**src/rtl/pic_alu_pkg.sv**
```systemverilog
// Shared definitions for the PIC-style ALU datapath: opcode encoding,
// operand-select codes and the default datapath width.
package pic_alu_pkg;

    localparam int DEFAULT_WIDTH = 8;

    // Operand select values seen on switch_a_m
    localparam logic OPSEL_FILE = 1'b0;
    localparam logic OPSEL_LIT  = 1'b1;

    typedef enum logic [3:0] {
        OP_ADD  = 4'h0,
        OP_SUB  = 4'h1,
        OP_AND  = 4'h2,
        OP_IOR  = 4'h3,
        OP_XOR  = 4'h4,
        OP_COM  = 4'h5,
        OP_INC  = 4'h6,
        OP_DEC  = 4'h7,
        OP_MOVF = 4'h8,
        OP_MOVW = 4'h9,
        OP_RLF  = 4'hA,
        OP_RRF  = 4'hB,
        OP_SWAP = 4'hC,
        OP_BCF  = 4'hD,
        OP_BSF  = 4'hE,
        OP_CLR  = 4'hF
    } alu_op_e;

endpackage

```
**src/rtl/pic_alu_core.sv**
```systemverilog
// Combinational ALU for the PIC-style datapath. Produces the result, the
// candidate carry and flags telling the top which status bits to update.
// Optional macro ALU_DIGIT_CARRY_EN adds the digit-carry (bit 3) path.
import pic_alu_pkg::*;

module pic_alu_core #(
    parameter int WIDTH = DEFAULT_WIDTH
) (
    input  logic [3:0]       op,
    input  logic [WIDTH-1:0] a,
    input  logic [WIDTH-1:0] b,
    input  logic [2:0]       bit_number,
    input  logic             carry_in,
    output logic [WIDTH-1:0] result,
    output logic             carry_next,
    output logic             carry_upd,
    output logic             zero_upd
`ifdef ALU_DIGIT_CARRY_EN
    ,
    input  logic             dc_in,
    output logic             dc_next
`endif
);

    localparam logic [WIDTH-1:0] ONE = {{(WIDTH-1){1'b0}}, 1'b1};

    logic [WIDTH:0]   sum;
    logic [WIDTH:0]   diff;
    logic [WIDTH-1:0] mask;

    // Extra top bit of sum is the carry; top bit of diff is the borrow
    assign sum  = {1'b0, a} + {1'b0, b};
    assign diff = {1'b0, b} - {1'b0, a};
    assign mask = ONE << bit_number;

    // Opcode decode: result plus which status bits this opcode touches
    always_comb begin
        result     = '0;
        carry_next = carry_in;
        carry_upd  = 1'b0;
        zero_upd   = 1'b1;
        case (alu_op_e'(op))
            OP_ADD: begin
                result     = sum[WIDTH-1:0];
                carry_next = sum[WIDTH];
                carry_upd  = 1'b1;
            end
            OP_SUB: begin
                result     = diff[WIDTH-1:0];
                carry_next = ~diff[WIDTH];
                carry_upd  = 1'b1;
            end
            OP_AND:  result = a & b;
            OP_IOR:  result = a | b;
            OP_XOR:  result = a ^ b;
            OP_COM:  result = ~b;
            OP_INC:  result = b + ONE;
            OP_DEC:  result = b - ONE;
            OP_MOVF: result = b;
            OP_MOVW: result = a;
            OP_RLF: begin
                result     = {b[WIDTH-2:0], carry_in};
                carry_next = b[WIDTH-1];
                carry_upd  = 1'b1;
            end
            OP_RRF: begin
                result     = {carry_in, b[WIDTH-1:1]};
                carry_next = b[0];
                carry_upd  = 1'b1;
            end
            OP_SWAP: begin
                result   = {b[WIDTH/2-1:0], b[WIDTH-1:WIDTH/2]};
                zero_upd = 1'b0;
            end
            OP_BCF: begin
                result   = b & ~mask;
                zero_upd = 1'b0;
            end
            OP_BSF: begin
                result   = b | mask;
                zero_upd = 1'b0;
            end
            OP_CLR:  result = '0;
            default: result = '0;
        endcase
    end

`ifdef ALU_DIGIT_CARRY_EN
    logic [4:0] nib_sum;
    logic [4:0] nib_diff;

    assign nib_sum  = {1'b0, a[3:0]} + {1'b0, b[3:0]};
    assign nib_diff = {1'b0, b[3:0]} - {1'b0, a[3:0]};

    // Digit carry follows ADD/SUB only; all other opcodes pass the old value
    always_comb begin
        dc_next = dc_in;
        if (alu_op_e'(op) == OP_ADD)
            dc_next = nib_sum[4];
        else if (alu_op_e'(op) == OP_SUB)
            dc_next = ~nib_diff[4];
    end
`endif

endmodule

```
**src/rtl/pic_alu_datapath.sv**
```systemverilog
// Execution datapath of the PIC-style core: operand mux, ALU, status
// registers, file write strobe and registered data bus buffer.
// Optional macro ALU_DIGIT_CARRY_EN adds the dc (digit carry) output.
import pic_alu_pkg::*;

module pic_alu_datapath #(
    parameter int WIDTH = DEFAULT_WIDTH
) (
    input  logic             clk,
    input  logic             reset,
    input  logic             op_valid,
    input  logic [3:0]       inst,
    input  logic [2:0]       bit_number,
    input  logic             switch_a_m,
    input  logic             dest,
    input  logic             bus_en,
    input  logic [WIDTH-1:0] a,
    input  logic [WIDTH-1:0] f,
    input  logic [WIDTH-1:0] k,
    output logic [WIDTH-1:0] b,
    output logic [WIDTH-1:0] ans,
    output logic             carry,
    output logic             zero,
    output logic             write_en,
    output logic [WIDTH-1:0] data_bus_out,
    output logic             data_bus_oe
`ifdef ALU_DIGIT_CARRY_EN
    ,
    output logic             dc
`endif
);

    logic [WIDTH-1:0] result;
    logic             carry_next;
    logic             carry_upd;
    logic             zero_upd;
`ifdef ALU_DIGIT_CARRY_EN
    logic             dc_next;
`endif

    // Operand select between file value and instruction literal
    always_comb begin
        b = f;
        case (switch_a_m)
            OPSEL_FILE: b = f;
            OPSEL_LIT:  b = k;
            default:    b = f;
        endcase
    end

    pic_alu_core #(.WIDTH(WIDTH)) u_core (
        .op         (inst),
        .a          (a),
        .b          (b),
        .bit_number (bit_number),
        .carry_in   (carry),
        .result     (result),
        .carry_next (carry_next),
        .carry_upd  (carry_upd),
        .zero_upd   (zero_upd)
`ifdef ALU_DIGIT_CARRY_EN
        ,
        .dc_in      (dc),
        .dc_next    (dc_next)
`endif
    );

    // Result and status registers; carry/zero only move when the opcode owns them
    always_ff @(posedge clk or posedge reset) begin
        if (reset) begin
            ans      <= '0;
            carry    <= 1'b0;
            zero     <= 1'b0;
            write_en <= 1'b0;
        end else begin
            write_en <= op_valid & dest;
            if (op_valid) begin
                ans <= result;
                if (carry_upd)
                    carry <= carry_next;
                if (zero_upd)
                    zero <= (result == '0);
            end
        end
    end

    // Bus buffer samples ans before this edge's update, so it trails ans by a cycle
    always_ff @(posedge clk or posedge reset) begin
        if (reset) begin
            data_bus_oe  <= 1'b0;
            data_bus_out <= '0;
        end else begin
            data_bus_oe  <= bus_en;
            data_bus_out <= bus_en ? ans : '0;
        end
    end

`ifdef ALU_DIGIT_CARRY_EN
    // Digit carry register, loaded only when an operation executes
    always_ff @(posedge clk or posedge reset) begin
        if (reset)
            dc <= 1'b0;
        else if (op_valid)
            dc <= dc_next;
    end
`endif

endmodule

```
**config.mk**
```make
export PLATFORM = sky130hd
export DESIGN_NAME = pic_alu_datapath
export DESIGN_NICKNAME = d
export VERILOG_FILES = /design/src/rtl/pic_alu_pkg.sv /design/src/rtl/pic_alu_core.sv /design/src/rtl/pic_alu_datapath.sv
export SDC_FILE = /design/constraint.sdc
export NUM_CORES = 1
export LEC_CHECK = 0
export ABC_AREA = 1
export ABC_CLOCK_PERIOD_IN_PS = 1200
export CAP_MARGIN = 20
export CELL_PAD_IN_SITES_DETAIL_PLACEMENT = 1
export CELL_PAD_IN_SITES_GLOBAL_PLACEMENT = 2
export CORE_MARGIN = 5
export CORE_UTILIZATION = 23
export CTS_CLUSTER_DIAMETER = 50
export DETAILED_ROUTE_END_ITERATION = 6
export PLACE_DENSITY_LB_ADDON = 0.25
export SETUP_SLACK_MARGIN = 0.02
export SLEW_MARGIN = 20
export SYNTH_ARGS = -nofsm -noshare
export SYNTH_HDL_FRONTEND = slang
export SYNTH_SLANG_ARGS = --single-unit
```
**constraint.sdc**
```tcl
create_clock -name clk -period 1.2 [get_ports clk]
set_clock_uncertainty 0.05 [all_clocks]
set_input_delay 0.12 -clock clk [delete_from_list [all_inputs] [get_ports clk]]
set_output_delay 0.12 -clock clk [all_outputs]
set_load 0.1 [all_outputs]
```
==> impl_metrics.ini <==
[run_status]
status = finished with violations
violations = negative setup slack

[finish]
nFillCells = 1475
antenna_cells = 0
drive_gt1_share_pct = 52.2
fin_util_pct = 52.3
area_delta_synth_final_pct = 123
nets = 807
mostFrequentLayoutCell = buf_4
multiInputGateArea_mm2 = 0.00278
ff_latch_area_um2 = 510
final_cell_mix = buf_4, nand2_1, nor2_1

[logic_synthesis]
yosysUniqueCellTypes = 37
synth_seq_cells = 20
synth_nets = 563
netlist_area_mm2 = 0.00283
syn_inst = 505
avgSynthCellArea_um2 = 5.61
yosysSeqAreaShare_pct = 17.7
ys.warnings.count = 0

[drt]
drcViolationCount = 0
drtIter0Drc = 282
vias_per_cell = 4.77
totalWireLength_um = 16900
wl_per_cell_um = 18.5
routed-via-count = 4369
antenna_left = 0
drt-pass1-iter-count = 4

[timing]
layout_min_cycle_time_ps = 2200
fmax_ghz = 0.455
finalCritPeriodShare_pct = 183
setup_ws_ps = -999
worst_slew_pin_slew_ps = 393
fin_tns_setup_ps = -8580
finalHoldViolations = 0
finalMaxSlewViolations = 0
finalSetupViolCount = 18
slew_headroom_pct = 73.5
rsz0062_at_grt = true

[worst_setup_path]
endpoint_kind = flip-flop
critical_path_required_ps = 1270
arrival_ps = 2270
startpoint_type = input pin
rrSetupSlack_ps = -370
crit_type = input pin to flip-flop
path_max_fanout = 9

[pwr]
sw_frac_of_total_pct = 47.1
switchingPower_mw = 2.54
power_density_mw_per_mm2 = 854
pwr-share-seq_pct = 16.4
clockPowerShare_pct = 12.2
pwr-share-comb_pct = 71.4
p_leak_nw = 3.14
irDropWorstVdd_uv = 466
p_int_mw = 2.85
finalPower_mw = 5.39

[clock_network]
cts.clk_slew.worst_paths_ps = 50
cts_max_level = 1
cts_made_buffers = 3
cts_tree = yes
ctsRootBufferMaster = clkbuf_16
cts_sinks = 20
clk_latency_ps = 240
cts_hold_buf = 0
cts_buffer_depth = 2

[placed_design]
gp_congestion = 0.971
hpwl_um = 13000
pre_cts_ws_ps = -1910
port_buffers = 64

[global_routing]
grt_pass1_vias = 4751
antenna_found_initial = 0
grt.overflow.total = 0
grt_max_degree = 21
grt_pass1_wl_um = 25600
grt_usage_pct = 22.2

[floorplan]
core_area_mm2 = 0.0121
start_util_pct = 23.5
rows = 40
die_x_um = 121
die_height_um = 121
ios = 65
dieArea_mm2 = 0.0146

[worst_hold_path]
hold_class = input pin to asynchronous set/reset pin

[flow_run]
timing.max_cap.violations = 0
-- final cells by class --
cell class,instances,share of cell area (%)
clock buffers,3,1.19
inverters,71,4.62
multi-input cells,406,44.1
flip-flops and latches,20,8.09
well taps,168,3.33
repair buffers,247,38.7
-- Yosys cell counts (all sizes together) --
master | number | area (µm²)
nand2 | 163 | 619
inv | 71 | 267
nor2 | 67 | 264
nand3 | 46 | 230
o21ai | 45 | 236
a21oi | 26 | 130
dfrtp | 20 | 500
ha | 19 | 238
nand4 | 7 | 43.8
nor3 | 6 | 30.0
xor2 | 5 | 43.8
buf | 4 | 28.8
clkbuf | 4 | 15.0
o22ai | 3 | 18.8
a22oi | 2 | 15.0
and2 | 2 | 12.5
fa | 2 | 40.0
o21bai | 2 | 15.0
or2 | 2 | 12.5
a211oi | 1 | 7.51
a21o | 1 | 7.51
a41oi | 1 | 8.76
nand3b | 1 | 7.51
o2111ai | 1 | 8.76
o211ai | 1 | 7.51
o21a | 1 | 7.51
o311ai | 1 | 8.76
xnor2 | 1 | 8.76
-- metrics by stage --
stage                     area, µm²  std cells  hold slack, ps
after floorplan                3040        505            33.3
after detailed placement       5180        873             441
after CTS                      5950        900             181
after global routing           6310        915             210
after global placement         5180        873             415
final                          6310        915             172
-- state kept, by name (all words and copies together) (netlist names) --
name,count
ans,8
zero,1
data_bus_out,8
write_en,1
carry,1
data_bus_oe,1
-- cells by family after synthesis --
| family | count (synthesis) | synth area share (%) |
|---|---|---|
| AND/OR/NAND/NOR | 294 | 43.1 |
| AO/OA/AOI/OAI | 85 | 16.7 |
| buffers and inverters | 79 | 11.0 |
| adder cells (fa/ha/maj) | 21 | 9.81 |
| flip-flops | 20 | 17.7 |
| XOR/XNOR | 6 | 1.86 |
-- per-layer routing --
metal	vias to the layer above	share of wire (%)	track usage, %	wire length (µm)
met1	2132	44	29.1	7460
met4	0	2.3	3.90	386
li1	2112	-	-	-
met2	98	50	40.3	8460
met5	-	0	0	0
met3	27	3.6	1.45	616
-- timing repair --
item | CTS | global route
endpoints found under the setup margin | 18 | 18
buffers inserted | 26 | 17
gates resized for setup | 194 | 65
pin swaps | 81 | 68
-- worst max-delay path, stage by stage --
cell	delay (ps)
buf_12	110
buf_4	140
buf_12	140
nand2_8	70
nand2_8	80
buf_12	130
fa_2	400
nand3_2	90
nand2_2	50
nand2_2	70
nand2_2	60
a21oi_2	140
or2_4	150
nand2_4	60
a21oi_4	120
a21oi_2	50
o21bai_1	190
nand2_1	90
-- path summary, 6_finish.rpt --
| path | to | cells after the start | start |
|---|---|---|---|
| max in group asynchronous | ans[3] | 3 | reset |
| setup reg to reg | zero | 8 | carry |
| hold reg to reg | data_bus_out[3] | 2 | ans[3] |
| hold / removal | data_bus_out[6] | 3 | reset |
| min in group clk | write_en | 3 | dest |
| setup / recovery | carry | 18 | switch_a_m |
-- power by group through the flow --
stage | registers, mW | clock network [mW] | logic, mW
floorplan | 1.49 | 0 | 1.04
global placement | 0.886 | 0 | 3.13
detailed placement | 0.894 | 0 | 3.18
CTS | 0.886 | 0.676 | 3.58
global route | 0.896 | 0.702 | 4.05
finish | 0.886 | 0.658 | 3.85
(Power assumes the default switching activity.)
